File: config.mk
export PLATFORM = sky130hd
export DESIGN_NAME = key_debounce
export DESIGN_NICKNAME = d
export VERILOG_FILES = /design/src/rtl/led_pkg.sv /design/src/rtl/ms_tick.sv /design/src/rtl/key_debounce.sv
export SDC_FILE = /design/constraint.sdc
export NUM_CORES = 1
export LEC_CHECK = 0
export ABC_AREA = 1
export CAP_MARGIN = 5
export CORE_UTILIZATION = 30
export DETAILED_ROUTE_END_ITERATION = 10
export PLACE_DENSITY = 0.51
export SLEW_MARGIN = 20
export SYNTH_ARGS = -nofsm -noshare
export SYNTH_HDL_FRONTEND = slang
export SYNTH_HIERARCHICAL = 1
export SYNTH_SLANG_ARGS = --single-unit
File: constraint.sdc
create_clock -name i_clk -period 3.3 [get_ports i_clk]
set_input_delay 0.99 -clock i_clk [delete_from_list [all_inputs] [get_ports i_clk]]
set_output_delay 0.99 -clock i_clk [all_outputs]
set_load 0.03 [all_outputs]
File: src/rtl/led_pkg.sv
// Shared definitions for the push-button debouncer and the LED driver.
// Holds the debouncer FSM state encoding, the ms-tick / ms-counter widths
// and the packed pulse-event record used for the registered output pulses.
package led_pkg;

   // Tick prescaler width: covers clock rates up to ~16 GHz in kHz units.
   localparam int unsigned TICK_CNT_W = 24;
   // Millisecond counter width: long-press times up to 65535 ms.
   localparam int unsigned MS_CNT_W   = 16;
   localparam int unsigned STATE_W    = 3;

   localparam logic [STATE_W-1:0] ST_IDLE       = 3'd0;
   localparam logic [STATE_W-1:0] ST_PRESS_DB   = 3'd1;
   localparam logic [STATE_W-1:0] ST_HELD       = 3'd2;
   localparam logic [STATE_W-1:0] ST_LONG_HELD  = 3'd3;
   localparam logic [STATE_W-1:0] ST_RELEASE_DB = 3'd4;

   // One-cycle key events; at most one field is ever set.
   typedef struct packed {
      logic press_p;
      logic release_p;
      logic long_p;
   } key_evt_t;

endpackage

File: src/rtl/ms_tick.sv
// Free-running millisecond tick generator.
// Counts 0..P_CLK_KHZ-1 and raises o_tick for the one cycle in which the
// count equals P_CLK_KHZ-1, then wraps to 0.
// Ports:
//   i_clk  - clock
//   i_rst  - synchronous active-high reset (counter and tick to 0)
//   o_tick - registered one-cycle pulse once per millisecond
module ms_tick
   import led_pkg::*;
#(
   parameter int unsigned P_CLK_KHZ = 5000
) (
   input  logic i_clk,
   input  logic i_rst,
   output logic o_tick
);

   localparam logic [TICK_CNT_W-1:0] TICK_LAST = TICK_CNT_W'(P_CLK_KHZ - 1);

   logic [TICK_CNT_W-1:0] cnt;
   logic [TICK_CNT_W-1:0] cnt_nxt;

   // Next count with wrap at the terminal value.
   always_comb begin
      cnt_nxt = cnt + TICK_CNT_W'(1);
      if (cnt == TICK_LAST) begin
         cnt_nxt = '0;
      end
   end

   // Tick is registered from the next count so it is high exactly while
   // the count sits at its terminal value.
   always_ff @(posedge i_clk) begin
      if (i_rst) begin
         cnt    <= '0;
         o_tick <= 1'b0;
      end else begin
         cnt    <= cnt_nxt;
         o_tick <= (cnt_nxt == TICK_LAST);
      end
   end

endmodule

File: src/rtl/key_debounce.sv
// Push-button debouncer with press, release and long-press detection.
// The raw pin is synchronised, normalised to 1 = pressed, and qualified by
// an FSM that requires P_DEBOUNCE_MS of stable level (counted in free-running
// ms ticks) before accepting a press or release. A press held P_LONG_MS after
// acceptance raises a single long-press pulse.
// At chip level o_key_press drives the LED driver mode step and o_key_long
// drives the LED driver mode reset.
// Ports:
//   i_clk         - clock
//   i_rst         - synchronous active-high reset
//   i_key         - raw asynchronous push-button pin
//   o_key_level   - debounced pressed state, 1 = pressed
//   o_key_press   - one-cycle pulse on accepted press
//   o_key_release - one-cycle pulse on accepted release
//   o_key_long    - one-cycle pulse after P_LONG_MS of accepted hold
module key_debounce
   import led_pkg::*;
#(
   parameter int unsigned P_CLK_KHZ     = 5000,
   parameter int unsigned P_DEBOUNCE_MS = 20,
   parameter int unsigned P_LONG_MS     = 1000,
   parameter logic        P_KEY_ACTIVE  = 1'b0
) (
   input  logic i_clk,
   input  logic i_rst,
   input  logic i_key,
   output logic o_key_level,
   output logic o_key_press,
   output logic o_key_release,
   output logic o_key_long
);

   localparam logic [MS_CNT_W-1:0] DB_LAST   = MS_CNT_W'(P_DEBOUNCE_MS - 1);
   localparam logic [MS_CNT_W-1:0] LONG_LAST = MS_CNT_W'(P_LONG_MS - 1);
   localparam logic [1:0]          SYNC_REL  = {2{~P_KEY_ACTIVE}};

   logic [1:0]          sync_q;
   logic                key_s;
   logic                tick;
   logic [STATE_W-1:0]  state;
   logic [STATE_W-1:0]  state_nxt;
   logic [MS_CNT_W-1:0] ms_cnt;
   logic                long_flag;
   logic                long_flag_nxt;
   logic                level_q;
   logic                level_nxt;
   key_evt_t            evt_q;
   key_evt_t            evt_nxt;
   logic                db_done;
   logic                long_done;

   // Two-flop synchroniser, reset to the released pin level.
   always_ff @(posedge i_clk) begin
      if (i_rst) begin
         sync_q <= SYNC_REL;
      end else begin
         sync_q <= {sync_q[0], i_key};
      end
   end

   assign key_s = (sync_q[1] == P_KEY_ACTIVE);

   ms_tick #(
      .P_CLK_KHZ (P_CLK_KHZ)
   ) u_ms_tick (
      .i_clk  (i_clk),
      .i_rst  (i_rst),
      .o_tick (tick)
   );

   // Terminal conditions fire on the tick that would bring ms_cnt to the target.
   assign db_done   = tick && (ms_cnt == DB_LAST);
   assign long_done = tick && (ms_cnt == LONG_LAST);

   // Millisecond counter: clears on any state change, saturates at all-ones.
   always_ff @(posedge i_clk) begin
      if (i_rst) begin
         ms_cnt <= '0;
      end else if (state_nxt != state) begin
         ms_cnt <= '0;
      end else if (tick && (ms_cnt != '1)) begin
         ms_cnt <= ms_cnt + MS_CNT_W'(1);
      end
   end

   // FSM state and registered outputs.
   always_ff @(posedge i_clk) begin
      if (i_rst) begin
         state     <= ST_IDLE;
         long_flag <= 1'b0;
         level_q   <= 1'b0;
         evt_q     <= '0;
      end else begin
         state     <= state_nxt;
         long_flag <= long_flag_nxt;
         level_q   <= level_nxt;
         evt_q     <= evt_nxt;
      end
   end

   // Next state and output decode; key_s changes are tested before the
   // terminal tick so a bounce always cancels acceptance.
   always_comb begin
      state_nxt     = state;
      long_flag_nxt = long_flag;
      level_nxt     = level_q;
      evt_nxt       = '0;
      case (state)
         ST_IDLE: begin
            if (key_s) begin
               state_nxt = ST_PRESS_DB;
            end
         end
         ST_PRESS_DB: begin
            if (!key_s) begin
               state_nxt = ST_IDLE;
            end else if (db_done) begin
               state_nxt       = ST_HELD;
               level_nxt       = 1'b1;
               evt_nxt.press_p = 1'b1;
            end
         end
         ST_HELD: begin
            if (!key_s) begin
               state_nxt = ST_RELEASE_DB;
            end else if (long_done) begin
               state_nxt      = ST_LONG_HELD;
               long_flag_nxt  = 1'b1;
               evt_nxt.long_p = 1'b1;
            end
         end
         ST_LONG_HELD: begin
            if (!key_s) begin
               state_nxt = ST_RELEASE_DB;
            end
         end
         ST_RELEASE_DB: begin
            if (key_s) begin
               state_nxt = long_flag ? ST_LONG_HELD : ST_HELD;
            end else if (db_done) begin
               state_nxt         = ST_IDLE;
               level_nxt         = 1'b0;
               long_flag_nxt     = 1'b0;
               evt_nxt.release_p = 1'b1;
            end
         end
         default: begin
            state_nxt     = ST_IDLE;
            level_nxt     = 1'b0;
            long_flag_nxt = 1'b0;
         end
      endcase
   end

   assign o_key_level   = level_q;
   assign o_key_press   = evt_q.press_p;
   assign o_key_release = evt_q.release_p;
   assign o_key_long    = evt_q.long_p;

endmodule

-- After elaboration in Yosys (flattened, before gate mapping)
Cells that the tools add are included.
- latch bits: 0
- input bits: 3
- bits in writable memories: 0
- flip-flop bits (word level): 51
- memories: 0
- ROM bits: 0
- reductions and logical operators: 12
- multiply operators: 0
- bitwise gates (word level): 6
- mux-type cells: 21
- $lt $le $gt $ge: 0
- add/sub/neg operators: 2
- equal/unequal tests: 16
- div/mod/pow operators: 0
- shifts and indexed selects: 0
- operator list (kind ; number):
    24-bit by 13-bit equality test with 1-bit output, second input constant ; 2
    24-bit by 1-bit adder with 24-bit output, second input constant ; 1
    24-bit 2-to-1 mux ; 1
    3-bit 2-to-1 mux ; 8
    16-bit by 1-bit adder with 16-bit output, second input constant ; 1
    16-bit by 10-bit equality test with 1-bit output, second input constant ; 1
    16-bit by 5-bit equality test with 1-bit output, second input constant ; 1
    16-bit != test, second input constant ; 1
    3-bit one-hot mux with 5 select lines ; 1
    3-bit OR reduction ; 5
    2-bit != test, second input constant ; 6
    5-bit AND reduction ; 2
    1-bit 2-to-1 mux ; 9
    3-bit by 2-bit equality test with 1-bit output, second input constant ; 2
    1-bit inverter ; 6
    1-bit one-hot mux with 3 select lines ; 2
    3-bit by 1-bit equality test with 1-bit output, second input constant ; 1
    3-bit equality test, second input constant ; 1
    1-bit logical AND ; 3
    3-bit zero test ; 1
    3-bit != test ; 1
    2-bit OR reduction ; 1

-- Depth between registers and ports, before layout
Gate-level depths: netlist (run 1).
- depth after elaboration: 7
- depth in mapped cells: 14
- gate-level depth less buffers: 13

-- By module
Netlist (run 1), hierarchy kept.
- modules (own cells, without submodules) (module ; times used ; cells an instance ; seq. area each (sq um) ; area each (sq um)):
    key_debounce ; 1 ; 267 ; 520.5 ; 1686.6
    ms_tick ; 1 ; 240 ; 500.5 ; 1514.0

-- Worst setup path after synthesis (run 1)
Ideal clock, no wire load.
- kind: input to register
- start point: input port i_rst
- end point: register u_ms_tick.o_tick
- arrival: 1.665 ns
- path slack: 1.524 ns
- stages: 8
- data required time: 3.190 ns
- setup time: 0.110 ns
- path buffers: 1
- cell sequence: clkbuf_1 inv_1 nand2_1 nor2_2 nand2_1 nor2_1 nand3_1 nor2_1
- RTL lines (what ; line ; text):
    start: declaration ; key_debounce.sv:25 ; input logic i_rst,
    end signal: assignment ; ms_tick.sv:39 ; o_tick <= (cnt_nxt == TICK_LAST);
    end: declaration ; ms_tick.sv:15 ; output logic o_tick

-- Worst setup path in the final report (run 1)
- start point: register level_q (netlist: o_key_level)
- end point: output port o_key_level
- RTL lines (what ; line ; text):
    start: declaration ; key_debounce.sv:45 ; logic level_q;
    start signal: assignment ; key_debounce.sv:96 ; level_q <= level_nxt;
    end: declaration ; key_debounce.sv:27 ; output logic o_key_level,
No word-level cell between the ends.

==> qor.yml, run 1 <==
status:
  outcome: "completed"
worst_hold_path:
  hold_start: "sync_q[0]$_SDFF_PP1_"
  hold_end: "sync_q[1]$_SDFF_PP1_"
  hold_path_depth: 1
  hp-class: "flop to flop"
power_and_ir_drop:
  p_comb_frac: 0.037
  seqPwrFrac: 0.570
  internal_power_mw: 0.856
  power_density_nw_per_um2: 313
  total_power_mw: 1.10
  p_sw_mw: 0.239
  p_leak_nw: 1.43
  clock_power_share: 0.393
  vdd_drop_max_uv: 128
  switching_share: 0.218
grt:
  grt_pass1_wl_um: 12900
  antenna_found_initial: 0
  grt_usage: 0.144
  grt_max_degree: 23
  grt_pass1_vias: 2897
  gr-total-overflow: 0
final_layout:
  nFillCells: 1147
  register_area_um2: 1020
  drive_gt1_frac: 0.126
  fin_nets: 520
  final_common_cell: "nand2_1"
  multi_input_area_um2: 1880
  final_cell_area_um2: 3490
  synthToLayoutAreaGrowth_pct: 9.19
  diodes: 0
  layout_common_cells: "142 x nand2_1, 104 x nor2_1, 53 x inv_1, 51 x dfxtp_1, 31 x nand3_1"
yosys:
  yosysUniqueCellTypes: 32
  synth_seq_area_share: 0.319
  syn_area_per_cell_um2: 6.31
  synth_mux_area_frac: 0
  synth_nets: 512
  synth-compound-area-share: 0.0352
  syn-instance-count: 507
  synth_xor_area_frac: 0.0410
  synth_seq_cells: 51
  ys_warn_count: 6
  synth_fa_ha_area_frac: 0.00782
  synth_top_family_by_area: "simple AND/OR/NAND/NOR gates"
  syn_area_um2: 3200
  synthSimpleGateAreaFrac: 0.504
setup_path:
  startpoint: "o_key_level$_SDFFE_PP0P_"
  required_ns: 2.31
  rr_endpoint: "ms_cnt[15]$_SDFFE_PP0P_"
  crit_chain: "clkdlybuf4s50_1"
  path_class: "flop to primary output"
  r2r_setup_slack_ns: 1.33
  worst-path-buf-inv: 1
  crit_path_end_kind: "primary output"
  arrival_ns: 1.31
  crit_slowest_cell: "clkdlybuf4s50_1"
  start_kind: "flop"
  crit_fanout: 2
  slowest_delay_ns: 0.66
  r2r_cells: 12
  rr_startpoint: "ms_cnt[0]$_SDFFE_PP0P_"
  critPathTopFamily: "buffers and inverters"
routing:
  wl_met2_um: 3500
  dr_wl_met3_um: 149
  ant_nets: 0
  drt-wirelength-per-cell_um: 11.1
  vias: 2944
  wl_met1_um: 3450
  drc: 0
  avgViaCountPerCell: 4.52
  top_layer: "met4"
  drtIter0Drc: 155
  first_pass_iters: 4
  drt_wl_total_um: 7200
clock_tree:
  cts_buffer_depth: 2
  root_buffer: "clkbuf_8"
  postCtsSetupRepairBufs: 0
  clock_sinks: 51
  cts_tree: "done"
  hold_buffers: 0
  clock_latency_ns: 0.30
  post_cts_resized: 0
  numCtsBuffers: 5
  cts-htree-levels: 2
  clk_pin_slew_ns: 0.09
sta:
  finalCritPeriodShare: 0.697
  rsz0062_at_grt: "no"
  finalSetupViolCount: 0
  tightest_slew_ns: 0.492
  finalHoldViolations: 0
  fin_setup_tns_ns: 0
  drv_slew: 0
  min_period_ns: 2.30
  fmax_ghz: 0.435
  skew_ns: 0.0156
  slew-limit-headroom: 0.669
  whs_ns: 0.415
job:
  cap_violations: 0
place:
  place.gp.congestion: 0.869
  place_area_um2: 3390
  io_buffers: 6
  hpwl_um: 5580
floorplanning:
  die_h_um: 105
  core_um2: 10300
  die_x_um: 105
  initial_core_util: 0.310
  ios: 7
  dieArea_um2: 11100
  fp-row-count: 37
[power groups by stage]
stage          clock (mW)  combinational [mW]  sequential (mW)
6_report            0.430              0.0402            0.625
5_1_grt             0.478              0.0464            0.626
4_1_cts             0.452              0.0411            0.625
3_5_place_dp            0              0.0412            0.639
3_3_place_gp            0              0.0406            0.639
2_1_floorplan           0              0.0296            0.639
[Yosys cell counts]
library cell / n / area [um2]
nand2_2: 7 / 43.8
nor3_4: 1 / 16.3
nand3_1: 31 / 155
o21bai_1: 5 / 37.5
a21oi_1: 7 / 35.0
nor3b_2: 1 / 12.5
ha_1: 2 / 25.0
clkbuf_2: 1 / 5.00
o21ai_0: 5 / 25.0
nand3_2: 5 / 50.1
o21ai_1: 3 / 15.0
xor2_1: 7 / 61.3
nand3b_1: 4 / 30.0
nand2_4: 4 / 45.0
dfxtp_1: 51 / 1020
clkbuf_1: 2 / 7.51
xnor2_1: 8 / 70.1
nand2_1: 142 / 533
nor2_8: 1 / 20.0
nor4_1: 2 / 12.5
nor2_4: 6 / 67.6
or2_2: 3 / 18.8
nor3_1: 6 / 30.0
inv_2: 9 / 33.8
inv_4: 1 / 6.26
inv_1: 53 / 199
buf_6: 3 / 33.8
nor2_2: 20 / 125
clkinv_1: 3 / 11.3
nor2_1: 104 / 390
nor3b_1: 1 / 7.51
nand4_1: 9 / 56.3
[per-layer routing]
layer  GRT usage  vias up
met1       0.176     1331
met2       0.253       32
met5           0        -
met3      0.0291        6
li1            -     1575
met4      0.0433        0
[cells by family after synthesis]
family	after synthesis
and+or+nand+nor	347
adders and majority gates	2
buffers and inverters	72
AOI/OAI and AO/OA	20
DFF	51
xor gates and xnor gates	15
[registers in the layout, summed over array words and instances, names as in the netlist]
| register | count |
|---|---|
| o_key_level | 1 |
| u_ms_tick/cnt | 24 |
| sync_q | 2 |
| ms_cnt | 16 |
| long_flag | 1 |
| state | 3 |
| o_key_release | 1 |
| o_key_long | 1 |
| u_ms_tick/o_tick | 1 |
| o_key_press | 1 |
[area by class of cell]
class / instances / share of cell area
inverters: 66 / 0.0716
clock buffers: 6 / 0.0208
clock inverters: 1 / 0.00859
flip-flops and latches: 51 / 0.292
multi-input cells: 384 / 0.539
repair buffers: 7 / 0.0193
well taps: 136 / 0.0487
[metrics by stage]
step           utilization  setup WS [ns]  std cells
2_1_floorplan            -           1.52        507
3_3_place_gp         0.329          0.989        644
3_5_place_dp         0.329          0.955        644
4_1_cts              0.339          0.979        651
5_1_grt              0.339          0.939        651
6_report             0.339           1.00        651
[how the worst max path moves through the flow]
stage	endpoint	slack, ns	depth (start not counted)
2_1_floorplan	u_ms_tick/o_tick$_SDFF_PP0_	1.52	8
3_3_place_gp	ms_cnt[15]$_SDFFE_PP0P_	0.99	8
3_5_place_dp	ms_cnt[11]$_SDFFE_PP0P_	0.95	8
4_1_cts	o_key_level	0.98	1
5_1_grt	o_key_level	0.94	1
6_report	o_key_level	1.00	1
(Power assumes the default switching activity.)
==> run 2, diff against run 1 <==
==> constraint.sdc (replaced) <==
create_clock -name i_clk -period 2.22 [get_ports i_clk]
set_input_delay 0.666 -clock i_clk [delete_from_list [all_inputs] [get_ports i_clk]]
set_output_delay 0.666 -clock i_clk [all_outputs]
set_load 0.03 [all_outputs]
==> run 2 against run 1 <==
  * Sequential power increased by 48%
  * Clock skew barely moved
  * Critical path depth unchanged
  * Clock power is 33% higher
  * Combinational power increased by 56%
  * Non-clock buffer count is 2 higher
==> qor.yml, run 2 (synthesized netlist as in run 1, its figures left out) <==
grt:
  grt_usage: 0.146  # +0.00210
  grt_max_degree: 21  # -8.7%
  grt_pass1_wl_um: 13100  # +1.2%
  gr-total-overflow: 0  # unchanged
  grt_pass1_vias: 2843  # -1.9%
  antenna_found_initial: 0  # unchanged
final_layout:
  drive_gt1_frac: 0.133  # +0.00699
  largest_register: "u_ms_tick/cnt"
  layout_common_cells: "142 x nand2_1, 104 x nor2_1, 53 x inv_1, 51 x dfxtp_1, 31 x nand3_1"
  fin_nets: 522  # +0.38%
  largest_reg_flops: 24  # unchanged
  final_core_util: 0.339  # +0.000485
  nFillCells: 1134  # -1.1%
  final_common_cell: "nand2_1"
  reg_top3: "u_ms_tick/cnt x24, ms_cnt x16, state x3"
  diodes: 0  # unchanged
  final_cells: 654  # +0.46%
  synthToLayoutAreaGrowth_pct: 9.34
routing:
  drt-wirelength-per-cell_um: 11.2  # +1.6%
  avgViaCountPerCell: 4.63  # +2.3%
  first_pass_iters: 4  # unchanged
  drt_wl_total_um: 7350  # +2.1%
  ant_nets: 0  # unchanged
  drtIter0Drc: 132  # -15%
  vias: 3025  # +2.8%
  drc: 0  # unchanged
power_and_ir_drop:
  p_sw_mw: 0.391  # +63%
  clock_power_share: 0.365  # -0.028
  internal_power_mw: 1.17  # +37%
  vdd_drop_max_uv: 212  # +66%
  switching_share: 0.250  # +0.0319
  p_comb_frac: 0.040  # +0.003
  power_density_nw_per_um2: 446  # +42%
  seqPwrFrac: 0.595  # +0.025
  p_leak_nw: 1.43  # about the same
floorplanning:
  core_um2: 10300  # unchanged
  fp-row-count: 37  # unchanged
  die_x_um: 105  # unchanged
  die_h_um: 105  # unchanged
  dieArea_um2: 11100  # unchanged
  ios: 7  # unchanged
  initial_core_util: 0.310  # unchanged
clock_tree:
  clock_latency_ns: 0.31  # about the same
  postCtsSetupRepairBufs: 0  # unchanged
  cts_tree: "done"
  clock_sinks: 51  # unchanged
  root_buffer: "clkbuf_8"
  cts_buffer_depth: 2  # unchanged
  numCtsBuffers: 5  # unchanged
  cts-htree-levels: 2  # unchanged
  post_cts_resized: 0  # unchanged
  clk_pin_slew_ns: 0.10  # about the same
  hold_buffers: 0  # unchanged
setup_path:
  worst-path-buf-inv: 1  # unchanged
  arrival_ns: 1.32  # about the same
  r2r_setup_slack_ns: 0.36  # -0.97 ns
  crit_chain: "clkdlybuf4s50_1"
  required_ns: 1.55  # -0.76 ns
  rr_endpoint: "ms_cnt[10]$_SDFFE_PP0P_"
  crit_slowest_cell: "clkdlybuf4s50_1"
  crit_path_end_kind: "primary output"
  rr_startpoint: "ms_cnt[0]$_SDFFE_PP0P_"
  slowest_delay_ns: 0.66  # about the same
  critPathTopFamily: "buffers and inverters"
  path_class: "flop to primary output"
  start_kind: "flop"
  crit_cells: 1  # unchanged
  r2r_cells: 12  # unchanged
  startpoint: "o_key_level$_SDFFE_PP0P_"
  crit_fanout: 2  # unchanged
sta:
  finalHoldViolations: 0  # unchanged
  finalCritPeriodShare: 0.895
  finalSetupViolCount: 0  # unchanged
  whs_ns: 0.429  # +0.0141 ns
  rsz0062_at_grt: "no"
  slew-limit-headroom: 0.708  # +0.0382
  drv_slew: 0  # unchanged
  setup_ws_ns: 0.233  # -0.767 ns
  tightest_slew_ns: 0.435  # -0.0569 ns
  fin_setup_tns_ns: 0  # unchanged
  skew_ns: 0.0154  # -0.000159 ns
  min_period_ns: 1.99
  fmax_ghz: 0.503
worst_hold_path:
  hold_end: "sync_q[1]$_SDFF_PP1_"
  hp-class: "flop to flop"
  hold_path_depth: 1  # unchanged
  hold_start: "sync_q[0]$_SDFF_PP1_"
place:
  post-place-cells: 646  # +0.31%
  place.gp.congestion: 0.910  # +4.7%
  hpwl_um: 5740  # +2.9%
  io_buffers: 6  # unchanged
  dp_slack_ns: 0.350  # -0.604 ns
status:
  outcome: "completed"
job:
  cap_violations: 0  # unchanged
==> run 2: changes by cell type in the layout (fill, tap and decap cells not counted), sizes merged <==
cell	change
bufinv	-1
clkbuf	-1
clkinvlp	+2
buf	+2
inv	+1
==> run 2: through the flow <==
| step | area, um2 | total power [mW] |
|---|---|---|
| 2_1_floorplan | 3200 | 0.993 |
| 3_3_place_gp | 3410 | 1.01 |
| 3_5_place_dp | 3410 | 1.01 |
| 4_1_cts | 3500 | 1.59 |
| 5_1_grt | 3500 | 1.63 |
| 6_report | 3500 | 1.56 |
==> run 2: worst reg2reg max path: cells and delay by family (launching register included) <==
family / cells / cell delay, ns
flip-flops: 1 / 0.42
adder cells (fa/ha/maj): 1 / 0.29
buffers and inverters: 2 / 0.10
AND/OR/NAND/NOR: 9 / 0.91
==> run 2: metal layers <==
layer	share of wire	GRT usage
met5	0	0
met2	0.50	0.261
met3	0.031	0.0260
met1	0.46	0.179
met4	0.014	0.0412
==> run 2: worst max-delay path by stage <==
stage                                          to
after global routing      ms_cnt[10]$_SDFFE_PP0P_
after floorplan           ms_cnt[12]$_SDFFE_PP0P_
final                                 o_key_level
after detailed placement   ms_cnt[8]$_SDFFE_PP0P_
after global placement     ms_cnt[8]$_SDFFE_PP0P_
after CTS                             o_key_level
==> run 2: power groups by stage <==
| stage | clock network (mW) | registers [mW] | logic [mW] |
|---|---|---|---|
| 4_1_cts | 0.599 | 0.928 | 0.0645 |
| 6_report | 0.570 | 0.928 | 0.0626 |
| 2_1_floorplan | 0 | 0.949 | 0.0440 |
| 3_5_place_dp | 0 | 0.949 | 0.0642 |
| 5_1_grt | 0.630 | 0.930 | 0.0714 |
| 3_3_place_gp | 0 | 0.949 | 0.0642 |
==> run 2: layout make-up <==
cell class,count,area [um2],area share
inverters,66,250,0.0715
clock buffers,5,68.8,0.0197
multi-input cells,384,1880,0.538
flip-flops and latches,51,1020,0.292
clock inverters,3,23.8,0.00679
repair buffers,9,82.6,0.0236
well taps,136,170,0.0486
==> run 3, diff against run 2 <==
--- a/config.mk
+++ b/config.mk
@@ -6,7 +6,6 @@
 export NUM_CORES = 1
 export LEC_CHECK = 0
 export ABC_AREA = 1
-export CAP_MARGIN = 5
 export CORE_UTILIZATION = 30
 export DETAILED_ROUTE_END_ITERATION = 10
 export PLACE_DENSITY = 0.51
==> results of run 3 <==
No change in the layout: final DEF, timing and power equal those of run 2.
